`src/rtl/uart_mem_dump.sv`:
```
// uart_mem_dump: reads a word range through a sync read port and sends each word LSB byte first over 8N1 UART
module uart_mem_dump #(
    parameter int CLKS_PER_BIT = 87,
    parameter int ADR_W        = 15
) (
    input  logic             clk,
    input  logic             rst,
    input  logic             start_i,
    input  logic [ADR_W-1:0] base_adr_i,
    input  logic [ADR_W-1:0] word_cnt_i,
    output logic             mem_rd_o,
    output logic [ADR_W-1:0] mem_adr_o,
    input  logic [31:0]      mem_dat_i,
    output logic             tx_o,
    output logic             busy_o,
    output logic             done_o
);
    localparam int BW = CLKS_PER_BIT > 1 ? $clog2(CLKS_PER_BIT) : 1;

    typedef enum logic [2:0] {IDLE, READ, LATCH, SEND, DONE} state_t;

    state_t           state_q, state_d;
    logic [ADR_W-1:0] adr_q, adr_d, rem_q, rem_d, mem_adr_q, mem_adr_d;
    logic [31:0]      sh_q, sh_d;
    logic [BW-1:0]    baud_q, baud_d;
    logic [3:0]       bit_q, bit_d;
    logic [1:0]       byte_q, byte_d;
    logic             tx_q, tx_d, rd_q, busy_q, done_q, last;

    assign last      = baud_q == BW'(CLKS_PER_BIT - 1);
    assign mem_rd_o  = rd_q;
    assign mem_adr_o = mem_adr_q;
    assign tx_o      = tx_q;
    assign busy_o    = busy_q;
    assign done_o    = done_q;

    // Next state plus next output values, so every output leaves a flop
    always_comb begin
        state_d = state_q;
        adr_d   = adr_q;
        rem_d   = rem_q;
        sh_d    = sh_q;
        baud_d  = baud_q;
        bit_d   = bit_q;
        byte_d  = byte_q;
        case (state_q)
            IDLE: if (start_i) begin
                adr_d   = base_adr_i;
                rem_d   = word_cnt_i;
                state_d = word_cnt_i == '0 ? DONE : READ;
            end
            READ: state_d = LATCH;
            LATCH: begin
                sh_d    = mem_dat_i;
                baud_d  = '0;
                bit_d   = '0;
                byte_d  = '0;
                adr_d   = adr_q + 1'b1;
                rem_d   = rem_q - 1'b1;
                state_d = SEND;
            end
            SEND: begin
                baud_d = last ? '0 : baud_q + 1'b1;
                if (last) begin
                    bit_d = bit_q == 4'd9 ? 4'd0 : bit_q + 1'b1;
                    if (bit_q >= 4'd1 && bit_q <= 4'd8) sh_d = sh_q >> 1;
                    if (bit_q == 4'd9) begin
                        byte_d = byte_q + 1'b1;
                        if (byte_q == 2'd3) state_d = rem_q != '0 ? READ : DONE;
                    end
                end
            end
            DONE: state_d = IDLE;
            default: state_d = IDLE;
        endcase
        mem_adr_d = state_d == READ ? adr_d : mem_adr_q;
        tx_d      = state_d != SEND || (bit_d != 4'd0 && (bit_d == 4'd9 || sh_d[0]));
    end

    // State, datapath and registered outputs; async active-low reset abandons any frame
    always_ff @(posedge clk or negedge rst) begin
        if (!rst) begin
            state_q   <= IDLE;
            adr_q     <= '0;
            rem_q     <= '0;
            sh_q      <= '0;
            baud_q    <= '0;
            bit_q     <= '0;
            byte_q    <= '0;
            mem_adr_q <= '0;
            tx_q      <= 1'b1;
            rd_q      <= 1'b0;
            busy_q    <= 1'b0;
            done_q    <= 1'b0;
        end else begin
            state_q   <= state_d;
            adr_q     <= adr_d;
            rem_q     <= rem_d;
            sh_q      <= sh_d;
            baud_q    <= baud_d;
            bit_q     <= bit_d;
            byte_q    <= byte_d;
            mem_adr_q <= mem_adr_d;
            tx_q      <= tx_d;
            rd_q      <= state_d == READ;
            busy_q    <= state_d inside {READ, LATCH, SEND};
            done_q    <= state_d == DONE;
        end
    end
endmodule

```
`config.mk`:
```
export PLATFORM = sky130hd
export DESIGN_NAME = uart_mem_dump
export DESIGN_NICKNAME = d
export VERILOG_FILES = /design/src/rtl/uart_mem_dump.sv
export SDC_FILE = /design/constraint.sdc
export NUM_CORES = 1
export LEC_CHECK = 0
export CAP_MARGIN = 20
export CORE_MARGIN = 1
export CORE_UTILIZATION = 34
export DETAILED_ROUTE_END_ITERATION = 16
export PLACE_DENSITY = 0.67
export SYNTH_ARGS = -nofsm -noshare
export SYNTH_HDL_FRONTEND = slang
export SYNTH_SLANG_ARGS = --single-unit
```
`constraint.sdc`:
```
create_clock -name clk -period 2.5 [get_ports clk]
set_input_delay 0.625 -clock clk [delete_from_list [all_inputs] [get_ports clk]]
set_output_delay 0.625 -clock clk [all_outputs]
set_load 0.05 [all_outputs]
```
==> results.md <==
- Post-layout minimum cycle time: 2.33 ns
- PD cells: 491 mW/mm²
- Post-Syn Area: 0.00523 mm²
- Maximum vdd drop: ~0.27 mV
- Worst Hold Class: primary input to asynchronous set/reset pin
- Period utilization: 0.931
- Post-Synth XOR/XNOR Area: 0.00167
- CTS clk-pin slew, worst paths: around 0.07 ns
- R2R depth: 5
- Multi-input gate area: about 0.0026 mm²
- Residual DRC: 0
- Critical-path top delay cell: clkdlybuf4s50_1
- Antenna viol nets, final: 0
- Post-synthesis mux area share: 0.0497
- Compound-gate portion of the synthesized area: 0.199
- Vias in the first global route: roughly 4600
- First-pass GRT wire length: 22600 µm
- H-Tree Depth: 3
- Worst-skew pair later-pin latency: about 0.36 ns
- Vias after detailed routing: between 4000 and 5000
- Tot Pwr: 3310 µW
- Clk_skew: between 0.01 and 0.015 ns
- Adder-Cell Fraction of Synth Area: 0.0143
- Core footprint: 0.0148 mm²
- Sequential cell area: ~0.0024 mm²
- Die Height: around 130 µm
- CP Launch Type: flip-flop
- Synth top area share: 0.459
- EDFF count, synth: 0
- Max Slew Vio Count: 0
- Hold_buf cts: 0
- Leak: 0.00288 µW
- CTS tree: built
- Starting Density: 0.355
- Post-CTS Setup Inserts: 0
- Max transition margin: 0.605
- Final setup viols: 0
- Max Cap Violations: 0
- Crit Path Class: flip-flop to output port
- Status: finished clean
- Yosys warns: 0
- Sequential share of the synthesized area: 0.464
- Vias per cell: 5.43
- Final HPWL DP: ~9400 µm
- Die width: ~130 µm
- Crit path buf inv count: 1
- Synth unique cells: 65
- Clock root buffer: clkbuf_16
- F_max: ~0.43 GHz
- Clk buf depth: 2
- Top cells by count, synth: dfrtp_1 (96), nand2_1 (92), nor2_1 (41)
- Total GRT Usage: 0.177
- Diodes inserted: 0
- Area delta synth->final: 28.7%
- Total wire length: about 13000 µm
- Reg2reg setup slack: approximately 0.23 ns
- Prevailing post-synth register cell: dfrtp_1
- Site row count: 44
- RePlAce Congestion: ~0.86
- DRT Pass-1 Iters: 4
- Worst-Margin Slew: around 0.59 ns
- Reg2Reg Launch Point: baud_q[5]
- Initial antenna violation count: 0
- Die area: between 0.015 and 0.02 mm²
- Average size of a mapped cell: between 9 and 10 µm²
- Final Net Count: between 700 and 800
- CP Capture Type: output port
- Max Fanout on Critical Path: 1
- Largest family of logic cells by synthesized area: simple AND/OR/NAND/NOR gates
- Global route overflow: 0
- Share of cells above drive strength 1: 0.139
- Cell Chain, Critical Path: clkdlybuf4s50_1
- Yosys reg bits: 97
- Ports: 84
- Largest net degree at the start of global routing: 43
- Filler Cell Count: 1410
- Num CTS Buffers: 9
- Hold slack: ~0.27 ns
- Setup Total Neg Slack: 0 ns
- CP max stage delay: around 0.8 ns
- DRT iter0 DRCs: 292
- Critical path arrival: 1.70 ns
- Wire per inst: approximately 16 µm
- Most frequent cell after synthesis: dfrtp_1
- Synth area leader: dfrtp_1
- Simple-Gate Fraction of Synth Area: 0.224
- Clock Sinks: 97
- Syn Nets: around 640
- Cells after Synth: 570
- Port bufs: 83
- Worst reg2reg endpoint: mem_adr_o[3]
- Hold Vio Cnt, Final: 0
- RSZ-0062 raised after global routing: false
- Critical path required time: about 1.9 ns
- Crit-path leading delay family: buffers and inverters
- Ranking of synthesized cells by area: dfrtp_1 (46%), nand2_1 (6.6%), a22oi_1 (4.4%)
- Ys async rst share: 1.00
## layout make-up
class / instances / share of cell area
Tap cell: 184 / 0.0342
Clock buffer: 9 / 0.0334
Inverter: 13 / 0.00725
Timing Repair Buffer: 120 / 0.168
Sequential cell: 97 / 0.361
Clock inverter: 7 / 0.0147
Multi-Input combinational cell: 417 / 0.382
## routing by layer
metal,global-route usage,share of wire,routed length (µm)
met5,0,0,0
met4,0.0716,0.023,301
met2,0.287,0.46,6150
met3,0.0425,0.057,752
met1,0.226,0.46,6060
## cell families (layout without fill, tap and decap cells)
| family | Yosys count | in the layout |
|---|---|---|
| simple gates | 234 | 234 |
| compound gates | 152 | 152 |
| flops | 97 | 97 |
| buf+inv | 56 | 149 |
| mux | 24 | 24 |
| fa+ha+maj | 6 | 6 |
| xor+xnor | 1 | 1 |
## how the worst max path moves through the flow
stage	start	slack, ns	cells after the start	to
floorplan	start_i	0.25	7	mem_adr_o[1]
global placement	word_cnt_i[11]	-0.28	7	mem_adr_o[11]
detailed placement	word_cnt_i[11]	-0.34	7	mem_adr_o[3]
CTS	word_cnt_i[11]	0.04	7	mem_adr_o[3]
global route	word_cnt_i[11]	0.06	7	mem_adr_o[3]
finish	tx_o	0.17	1	tx_o
## registers in the layout, summed over array words and instances (netlist names), 2 cells and up
name / count
sh_q: 32
adr_q: 15
mem_adr_o: 15
rem_q: 15
baud_q: 7
bit_q: 4
state_q: 3
byte_q: 2
## power by group
part           switching (µW)  leakage (µW)  internal [µW]
logic                    88.9       0.00153            124
registers                14.8       0.00120           1590
clock network             676      0.000154            807
## what timing repair did
action	in CTS	in global routing
hold endpoints to repair	0	0
setup endpoints to repair	0	10
gates resized for setup	0	1
## layout by cell type (no fill, tap or decap), types with 3 or more instances in the layout
master,synthesis,layout
or2_2,5,5
nand4b_1,4,4
inv_1,13,13
nor3_1,18,18
ha_1,6,6
o21a_1,3,3
nand2_1,92,92
a311oi_1,5,5
nor2b_1,5,5
a22oi_1,31,31
mux2_2,16,16
o221a_2,3,3
a2bb2oi_1,3,3
mux2i_1,8,8
o21ai_0,24,24
nand2b_1,4,4
nand3b_1,3,3
clkbuf_16,0,9
o22ai_1,15,15
a211oi_1,6,6
dfrtp_1,96,96
nand3_1,24,24
and3_1,8,8
buf_4,0,36
nand4_1,5,5
a31oi_1,4,4
clkdlybuf4s50_1,0,82
a21oi_1,31,30
nor4_1,7,6
nor2_1,41,39
a221oi_1,3,3
o211ai_1,5,5
## stage by stage
step	setup WS (ns)	utilization	instance area (µm²)	instances
finish	0.173	0.456	6730	847
global route	0.0581	0.456	6730	847
CTS	0.0448	0.456	6730	847
detailed placement	-0.336	0.434	6400	831
global placement	-0.276	0.434	6400	831
floorplan	0.254	-	5230	570
Note: power is estimated with default switching activity, not from simulation.
